<file path="src/rtl/mips32_pkg.sv">
// rtl/mips32_pkg.sv - shared types and defaults for the mips32 memory arbiter
package mips32_pkg;

    localparam int AW_DEF = 10;
    localparam int DW_DEF = 32;

    typedef enum logic [1:0] {
        ST_IDLE = 2'd0,
        ST_BUSY = 2'd1,
        ST_RESP = 2'd2
    } state_t;

    typedef enum logic {
        OWN_I = 1'b0,
        OWN_D = 1'b1
    } owner_t;

endpackage

</file>
<file path="src/rtl/mips32_arb_prio.sv">
// rtl/mips32_arb_prio.sv - fixed data priority with a starvation limit for fetch
module mips32_arb_prio #(
    parameter int STARVE_LIMIT = 4
) (
    input  logic clk1,
    input  logic reset,
    input  logic i_valid,
    input  logic d_valid,
    input  logic idle,
    output logic grant_i,
    output logic grant_d
);

    localparam logic [3:0] LIMIT = 4'(STARVE_LIMIT);

    logic [3:0] starve_cnt;
    logic       contested;
    logic       force_i;

    assign contested = i_valid & d_valid;
    assign force_i   = contested & (starve_cnt == LIMIT);
    assign grant_i   = idle & i_valid & (~d_valid | force_i);
    assign grant_d   = idle & d_valid & ~force_i;

    // Only a contested data win extends the streak; anything else seen in idle restarts it.
    always_ff @(posedge clk1 or posedge reset) begin
        if (reset) begin
            starve_cnt <= '0;
        end else if (idle) begin
            starve_cnt <= (contested & ~force_i) ? starve_cnt + 4'd1 : '0;
        end
    end

endmodule

</file>
<file path="src/rtl/mips32_mem_arbiter.sv">
// rtl/mips32_mem_arbiter.sv - single-port memory shared by fetch and data requesters
module mips32_mem_arbiter
    import mips32_pkg::*;
#(
    parameter int AW           = AW_DEF,
    parameter int DW           = DW_DEF,
    parameter int STARVE_LIMIT = 4
) (
    input  logic          clk1,
    input  logic          reset,
    input  logic          i_req,
    input  logic [AW-1:0] i_addr,
    input  logic          i_flush,
    output logic          i_ack,
    output logic [DW-1:0] i_rdata,
    input  logic          d_req,
    input  logic          d_we,
    input  logic [AW-1:0] d_addr,
    input  logic [DW-1:0] d_wdata,
    output logic          d_ack,
    output logic [DW-1:0] d_rdata,
    output logic          mem_req,
    output logic          mem_we,
    output logic [AW-1:0] mem_addr,
    output logic [DW-1:0] mem_wdata,
    input  logic [DW-1:0] mem_rdata,
    input  logic          mem_ready,
    output logic          busy
);

    state_t state;
    state_t state_next;
    owner_t owner;
    logic   cancel;
    logic   in_idle;
    logic   i_valid;
    logic   grant_i;
    logic   grant_d;
    logic   flush_hit;

    assign in_idle   = (state == ST_IDLE);
    assign i_valid   = i_req & ~i_flush;
    assign flush_hit = i_flush & (owner == OWN_I);

    mips32_arb_prio #(
        .STARVE_LIMIT(STARVE_LIMIT)
    ) u_prio (
        .clk1    (clk1),
        .reset   (reset),
        .i_valid (i_valid),
        .d_valid (d_req),
        .idle    (in_idle),
        .grant_i (grant_i),
        .grant_d (grant_d)
    );

    always_ff @(posedge clk1 or posedge reset) begin
        if (reset) begin
            state <= ST_IDLE;
        end else begin
            state <= state_next;
        end
    end

    always_comb begin
        state_next = state;
        case (state)
            ST_IDLE: if (grant_i | grant_d) state_next = ST_BUSY;
            ST_BUSY: if (mem_ready)         state_next = ST_RESP;
            ST_RESP:                        state_next = ST_IDLE;
            default:                        state_next = ST_IDLE;
        endcase
    end

    // Acks are computed at the completing edge so they appear for exactly the RESP cycle.
    always_ff @(posedge clk1 or posedge reset) begin
        if (reset) begin
            owner     <= OWN_I;
            cancel    <= 1'b0;
            i_ack     <= 1'b0;
            d_ack     <= 1'b0;
            i_rdata   <= '0;
            d_rdata   <= '0;
            mem_req   <= 1'b0;
            mem_we    <= 1'b0;
            mem_addr  <= '0;
            mem_wdata <= '0;
            busy      <= 1'b0;
        end else begin
            i_ack <= 1'b0;
            d_ack <= 1'b0;
            case (state)
                ST_IDLE: begin
                    cancel <= 1'b0;
                    if (grant_i | grant_d) begin
                        owner     <= grant_d ? OWN_D : OWN_I;
                        mem_addr  <= grant_d ? d_addr : i_addr;
                        mem_we    <= grant_d & d_we;
                        mem_wdata <= grant_d ? d_wdata : '0;
                        mem_req   <= 1'b1;
                        busy      <= 1'b1;
                    end
                end
                ST_BUSY: begin
                    if (flush_hit) cancel <= 1'b1;
                    if (mem_ready) begin
                        mem_req <= 1'b0;
                        if (owner == OWN_I) begin
                            i_rdata <= mem_rdata;
                            i_ack   <= ~(cancel | i_flush);
                        end else begin
                            if (!mem_we) d_rdata <= mem_rdata;
                            d_ack <= 1'b1;
                        end
                    end
                end
                ST_RESP: begin
                    if (flush_hit) cancel <= 1'b1;
                    busy <= 1'b0;
                end
                default: begin
                    mem_req <= 1'b0;
                    busy    <= 1'b0;
                end
            endcase
        end
    end

endmodule
</file>
<file path="config.mk">
export PLATFORM = sky130hd
export DESIGN_NAME = mips32_mem_arbiter
export DESIGN_NICKNAME = d
export VERILOG_FILES = /design/src/rtl/mips32_pkg.sv /design/src/rtl/mips32_arb_prio.sv /design/src/rtl/mips32_mem_arbiter.sv
export SDC_FILE = /design/constraint.sdc
export NUM_CORES = 1
export LEC_CHECK = 0
export ABC_AREA = 1
export CORE_MARGIN = 5
export CORE_UTILIZATION = 47
export CTS_CLUSTER_DIAMETER = 30
export DETAILED_ROUTE_END_ITERATION = 10
export GPL_ROUTABILITY_DRIVEN = 0
export HOLD_SLACK_MARGIN = 0.08
export PLACE_DENSITY = 0.85
export SLEW_MARGIN = 10
export SYNTH_ARGS = -nofsm -noshare
export SYNTH_HDL_FRONTEND = slang
export SYNTH_SLANG_ARGS = --single-unit
</file>
<file path="constraint.sdc">
create_clock -name clk1 -period 6.6 [get_ports clk1]
set_input_delay 1.98 -clock clk1 [delete_from_list [all_inputs] [get_ports clk1]]
set_output_delay 1.98 -clock clk1 [all_outputs]
set_load 0.01 [all_outputs]
</file>
==> results of run 1 <==
==> worst max path at each step <==
stage / start / end / slack [ns] / cells past startpoint
2_1_floorplan: reset / busy / 1.46 / 1
3_3_place_gp: i_req / mem_addr[8] / 2.68 / 8
3_5_place_dp: i_flush / mem_addr[5] / 2.57 / 7
4_1_cts: d_rdata[6] / d_rdata[6] / 3.10 / 1
5_1_grt: mem_ready / i_rdata[8] / 2.89 / 3
6_report: i_flush / mem_addr[5] / 3.08 / 7
==> placed cells by master, fill, tap and decap left out <==
cell type,n
nand2_1,172
nand3_1,58
clkbuf_1,3
inv_1,63
o21ai_2,32
nor2_1,4
bufinv_16,3
nand4_1,1
nor3_4,1
clkbuf_16,16
a21oi_1,1
nand2_2,1
nand2_4,1
nor3_1,2
nor2_2,2
ha_1,5
and2_1,1
buf_4,2
clkinv_2,2
clkinv_4,1
clkbuf_8,3
inv_2,3
o21ai_0,41
nor2_4,1
or2_2,1
nand3_2,1
clkinvlp_4,2
clkdlybuf4s50_1,201
inv_4,1
dfrtp_1,119
==> registers in the layout, indices dropped and copies added (netlist names), 2 cells and up <==
register           flops
state                  2
d_rdata               32
i_rdata               32
mem_addr              10
mem_wdata             32
u_prio.starve_cnt      4
==> synthesized netlist by cell type <==
cell type	instances
nand2_1	172
dfrtp_1	119
inv_1	64
nand3_1	59
o21ai_0	41
o21ai_2	32
buf_2	14
buf_6	6
clkbuf_1	6
ha_1	5
nor2_1	4
inv_2	3
buf_4	2
nor2_2	2
nor3_1	2
a21oi_1	1
and2_1	1
nand2_2	1
nand2_4	1
nand4_1	1
nor2_4	1
nor3_4	1
or2_2	1
==> per-layer routing <==
| layer | vias to the layer above | routed length (µm) | GRT usage [%] |
|---|---|---|---|
| met5 | - | 0 | 0 |
| met3 | 16 | 1480 | 9.63 |
| met2 | 207 | 6520 | 34.6 |
| li1 | 2085 | - | - |
| met1 | 2138 | 5630 | 27.0 |
| met4 | 0 | 208 | 8.49 |
==> layout make-up <==
type / instances / area share, %
Clock inverter: 8 / 1.63
Tap cell: 136 / 2.24
Timing Repair Buffer: 203 / 26.6
Inverter: 67 / 3.34
Sequential cell: 119 / 39.2
Clock buffer: 22 / 5.95
Multi-Input combinational cell: 325 / 21.0
==> power groups by stage <==
stage	sequential (W)	combinational, W	clock [W]
detailed placement	0.00124	0.00145	0
floorplan	0.00135	0.000533	0
CTS	0.00124	0.00146	0.000918
global placement	0.00123	0.00140	0
global route	0.00127	0.00157	0.000953
finish	0.00124	0.00144	0.000900
==> worst max-delay path, stage by stage <==
cell and delay [ns]:
clkdlybuf4s50_1 0.47, nor2_2 0.21, nand2_2 0.49, nand2_1 0.51, nand2_1 0.10, nand3_1 0.10, nand2_1 0.06
==> stage by stage <==
step,hold WS [ns],area (µm²),total power [W]
2_1_floorplan,0.402,5000,0.00189
3_3_place_gp,0.421,7030,0.00263
3_5_place_dp,0.441,7030,0.00268
4_1_cts,0.464,7610,0.00361
5_1_grt,0.481,7610,0.00380
6_report,0.472,7610,0.00358
==> logic make-up (layout without fill, tap and decap cells) <==
family,Yosys count,count (layout)
fa+ha+maj,5,5
simple gates,246,246
flops,119,119
compound gates,74,74
buf+inv,95,300
==> impl_metrics.csv, run 1 <==
group,metric,value,unit
run_status,status,"complete, no violations",
power_and_ir_drop,clock_power_share,25.1,%
hold_path,min_from,"mem_wdata[22]",
timing,setup_tns,0,ns
clock_network,postCtsHoldBufs,0,
power_and_ir_drop,power_density,471,nW/µm²
placement,port_buffers,201,
global_route,grt_max_degree,69,
timing,slew_viol_final,0,
clock_network,cts_inserted_buffers,17,
setup_path,r2r_slack,4.30,ns
setup_path,critPathKind,"primary input to flop",
clock_network,post-cts-setup-buffers,0,
layout,drive_gt1_share,9.81,%
layout,area_growth,52.1,%
placement,dpl_worst_slack,2.57,ns
layout,final_util,73.3,%
clock_network,cts.sinks,119,
die,num_io_pins,202,
power_and_ir_drop,intPower,0.00238,W
drt,drt_iter0_markers,252,
drt,remaining_drc_errors,0,
setup_path,r2r-start,"state[0]",
global_route,grt_pass1_wl,22400,µm
setup_path,r2r_cells,8,
drt,routed_wl,13800,µm
power_and_ir_drop,pwr-share-seq,34.6,%
power_and_ir_drop,vdd_drop_max,225,µV
timing,fin_crit,3.52,ns
layout,final_nets,829,
timing,fmax,0.284,GHz
clock_network,ctsResizeCount,0,
drt,first_pass_iters,4,
run,maxCapViolations,0,
global_route,grt_overflow_total,0,
timing,rsz0062_at_grt,"no",
placement,dp_hpwl,9670,µm
layout,seq_area,2980,µm²
timing,skew,0.00971,ns
synth,synthXorXnorAreaFrac,0,%
synth,synth_area_leaders,"dfrtp_1, nand2_1, nand3_1",
die,die_area,12800,µm²
synth,synthSimpleGateAreaFrac,20.8,%
clock_network,cts_tree,"yes",
clock_network,htree_levels,4,
timing,relSlewSlack,27.3,%
hold_path,hold_end,"mem_wdata[22]",
clock_network,clk_latency,0.51,ns
power_and_ir_drop,p_leak,3.71,nW
synth,avgSynthCellArea,9.28,µm²
setup_path,crit_path_max_fanout,44,
drt,final_antenna_net_count,0,
global_route,grt_util_all_layers,22.1,%
die,die_w,113,µm
synth,syn_inst,539,
hold_path,hold-path-cell-count,2,
synth,synth_area,5000,µm²
synth,synth_top_cell_by_area,"dfrtp_1",
clock_network,cts_max_path_buffers,2,
layout,final_cell_count_no_fill,880,
synth,synth_top_family_by_area,"simple AND/OR/NAND/NOR gates",
setup_path,arrival,3.92,ns
timing,hold_viol,0,
timing,fin_crit_sh,53.3,%
global_route,grt_pass1_vias,4549,
synth,synthDistinctLibCells,23,
setup_path,required,7.00,ns
global_route,antenna_found_initial,0,
die,num_rows,37,
drt,dr_total_vias,4446,
power_and_ir_drop,switching_share,33.5,%
setup_path,startpoint_type,"primary input",
synth,synth-compound-area-share,9.81,%
die,coreArea,10400,µm²
placement,post-place-cells,850,
clock_network,clk_pin_slew_worst_paths,0.06,ns
die,initial_core_util,48.2,%
synth,synthAdderAreaFrac,1.25,%
power_and_ir_drop,p_sw,0.00120,W
drt,drt-wirelength-per-cell,15.7,µm
hold_path,hp-class,"flop to flop",
drt,vias_per_cell,5.05,
synth,synthMuxAreaShare,0,%
timing,tightest_slew,1.09,ns
layout,n_antenna_cell,0,
layout,multiInputGateArea,1600,µm²
synth,synth_fp_nets,635,
setup_path,worstSetupEndpointType,"flop",
power_and_ir_drop,combPwrFrac,40.2,%
synth,yosysWarnings,0,
clock_network,root_buffer,"clkbuf_8",
synth,yosysSeqAreaShare,59.6,%
synth,post-synth-top-area-fraction,59.6,%
synth,ys_ff_latch,119,
setup_path,r2r-end,"mem_addr[5]",
layout,nFillCells,717,
timing,setup_viol,0,
timing,worst_slack,3.08,ns
die,die_height,113,µm
No activity file was read; power rests on OpenSTA's default activity.
==> run 2: changes to the inputs <==
CORE_UTILIZATION = 43   (was 47)
PLACE_DENSITY = 0.79   (was 0.85)
clock period = 3.38 ns   (was 6.6 ns; I/O delays follow)
==> run 2 against run 1 <==
Effect of this change:
- die area up 8.5%
- global-route usage down 2.4 points
- highest routed layer unchanged
- combinational power up 96%
==> impl_metrics.csv, run 2 (synthesized netlist as in run 1, its figures left out) <==
group,metric,value,unit
die,num_io_pins,202,
timing,fin_crit,2.43,ns
global_route,grt_max_degree,65,
layout,seq_area,2980,µm²
timing,fin_crit_sh,71.8,%
layout,final_nets,832,
power_and_ir_drop,p_leak,3.73,nW
setup_path,path_buf_inv,2,
timing,hold_viol,0,
layout,fin_area,7670,µm²
die,die_w,118,µm
die,die_area,13900,µm²
hold_path,min_from,"cancel",
clock_network,clk_latency,0.41,ns
clock_network,cts.sinks,119,
die,coreArea,11400,µm²
layout,layout_commonest_cell,"clkdlybuf4s50_1",
global_route,grt_util_all_layers,19.7,%
run,maxCapViolations,0,
setup_path,cpMaxStageDelayCell,"clkdlybuf4s50_1",
global_route,grt_pass1_wl,22200,µm
drt,drt_iter0_markers,348,
setup_path,critPathTopFamily,"buffers and inverters",
power_and_ir_drop,vdd_drop_max,436,µV
hold_path,hold_end,"i_ack",
setup_path,r2r-start,"state[0]",
layout,multiInputGateArea,1600,µm²
die,die_height,118,µm
global_route,antenna_found_initial,0,
clock_network,root_buffer,"clkbuf_16",
setup_path,critPathKind,"primary input to flop",
timing,setup_viol,0,
placement,port_buffers,201,
drt,final_antenna_net_count,0,
setup_path,r2r_cells,6,
layout,final_cell_mix,"clkdlybuf4s50_1, nand2_1, dfrtp_1, inv_1, nand3_1",
timing,tightest_slew,0.834,ns
run_status,status,"complete, no violations",
setup_path,cp_cell_sequence,"clkdlybuf4s50_1 > nor2_2 > nor2_2 > nor2_4 > inv_2 > o21ai_0",
hold_path,hp-class,"flop to flop",
layout,reg_top3,"d_rdata: 32 flops, i_rdata: 32 flops, mem_wdata: 32 flops",
timing,slew_viol_final,0,
clock_network,ctsResizeCount,0,
clock_network,postCtsHoldBufs,0,
setup_path,r2r-end,"busy",
die,num_rows,39,
layout,nFillCells,900,
global_route,grt_overflow_total,0,
die,initial_core_util,43.8,%
drt,dr_total_vias,4330,
drt,remaining_drc_errors,0,
placement,dp_hpwl,9660,µm
drt,vias_per_cell,4.85,
timing,whs,0.443,ns
clock_network,cts_tree,"yes",
global_route,grt_pass1_vias,4394,
clock_network,clk_pin_slew_worst_paths,0.06,ns
setup_path,worst_path_most_repeated_cell,"nor2_2",
power_and_ir_drop,power,0.00696,W
layout,drive_gt1_share,10.7,%
layout,area_growth,53.5,%
power_and_ir_drop,power_density,908,nW/µm²
setup_path,crit_path_max_fanout,43,
placement,place_area,7100,µm²
layout,n_antenna_cell,0,
clock_network,post-cts-setup-buffers,0,
setup_path,slowest_delay,0.46,ns
timing,relSlewSlack,44.4,%
clock_network,htree_levels,4,
clock_network,cts_max_path_buffers,2,
setup_path,startpoint_type,"primary input",
timing,rsz0062_at_grt,"no",
setup_path,required,3.69,ns
drt,drt-wirelength-per-cell,15.1,µm
hold_path,hold-path-cell-count,1,
clock_network,cts_inserted_buffers,17,
timing,fmax,0.412,GHz
timing,skew,0.0136,ns
timing,setup_tns,0,ns
setup_path,worstSetupEndpointType,"flop",
drt,first_pass_iters,5,
setup_path,arrival,2.73,ns
setup_path,r2r_slack,1.27,ns
drt,routed_wl,13400,µm
## run 2: cell type report
type	count	share of cell area, %
Sequential cell	119	38.8
Tap cell	143	2.33
Multi-Input combinational cell	325	20.9
Clock inverter	13	1.70
Inverter	67	3.33
Timing Repair Buffer	206	27.2
Clock buffer	19	5.77
## run 2: per-layer routing
layer | routed length, µm | vias to the layer above | track usage, % | share of wire (%)
met3 | 1490 | 10 | 10.3 | 11
met4 | 106 | 0 | 5.59 | 0.79
met2 | 6140 | 180 | 30.0 | 46
li1 | - | 2085 | - | -
met5 | 0 | - | 0 | 0
met1 | 5690 | 2055 | 24.5 | 42
## run 2: metrics by stage
stage | cells | utilization, % | setup slack, ns
6_report | 892 | 67.2 | 0.953
2_1_floorplan | 539 | - | 0.911
3_5_place_dp | 860 | 62.2 | 0.515
3_3_place_gp | 860 | 62.2 | 0.607
4_1_cts | 892 | 67.2 | 0.939
5_1_grt | 892 | 67.2 | 0.823
## run 2: how the worst max path moves through the flow
stage / startpoint / endpoint / slack (ns) / cells after the start
2_1_floorplan: reset / busy / 0.91 / 1
3_3_place_gp: i_flush / busy / 0.61 / 6
3_5_place_dp: i_flush / busy / 0.52 / 6
4_1_cts: i_flush / busy / 0.94 / 6
5_1_grt: i_flush / busy / 0.82 / 6
6_report: i_flush / busy / 0.95 / 6
## run 2: power by group
part | internal, W | switching (W)
logic | 0.00147 | 0.00136
registers | 0.00205 | 0.000359
clock network | 0.00110 | 0.000635
total | 0.00461 | 0.00235
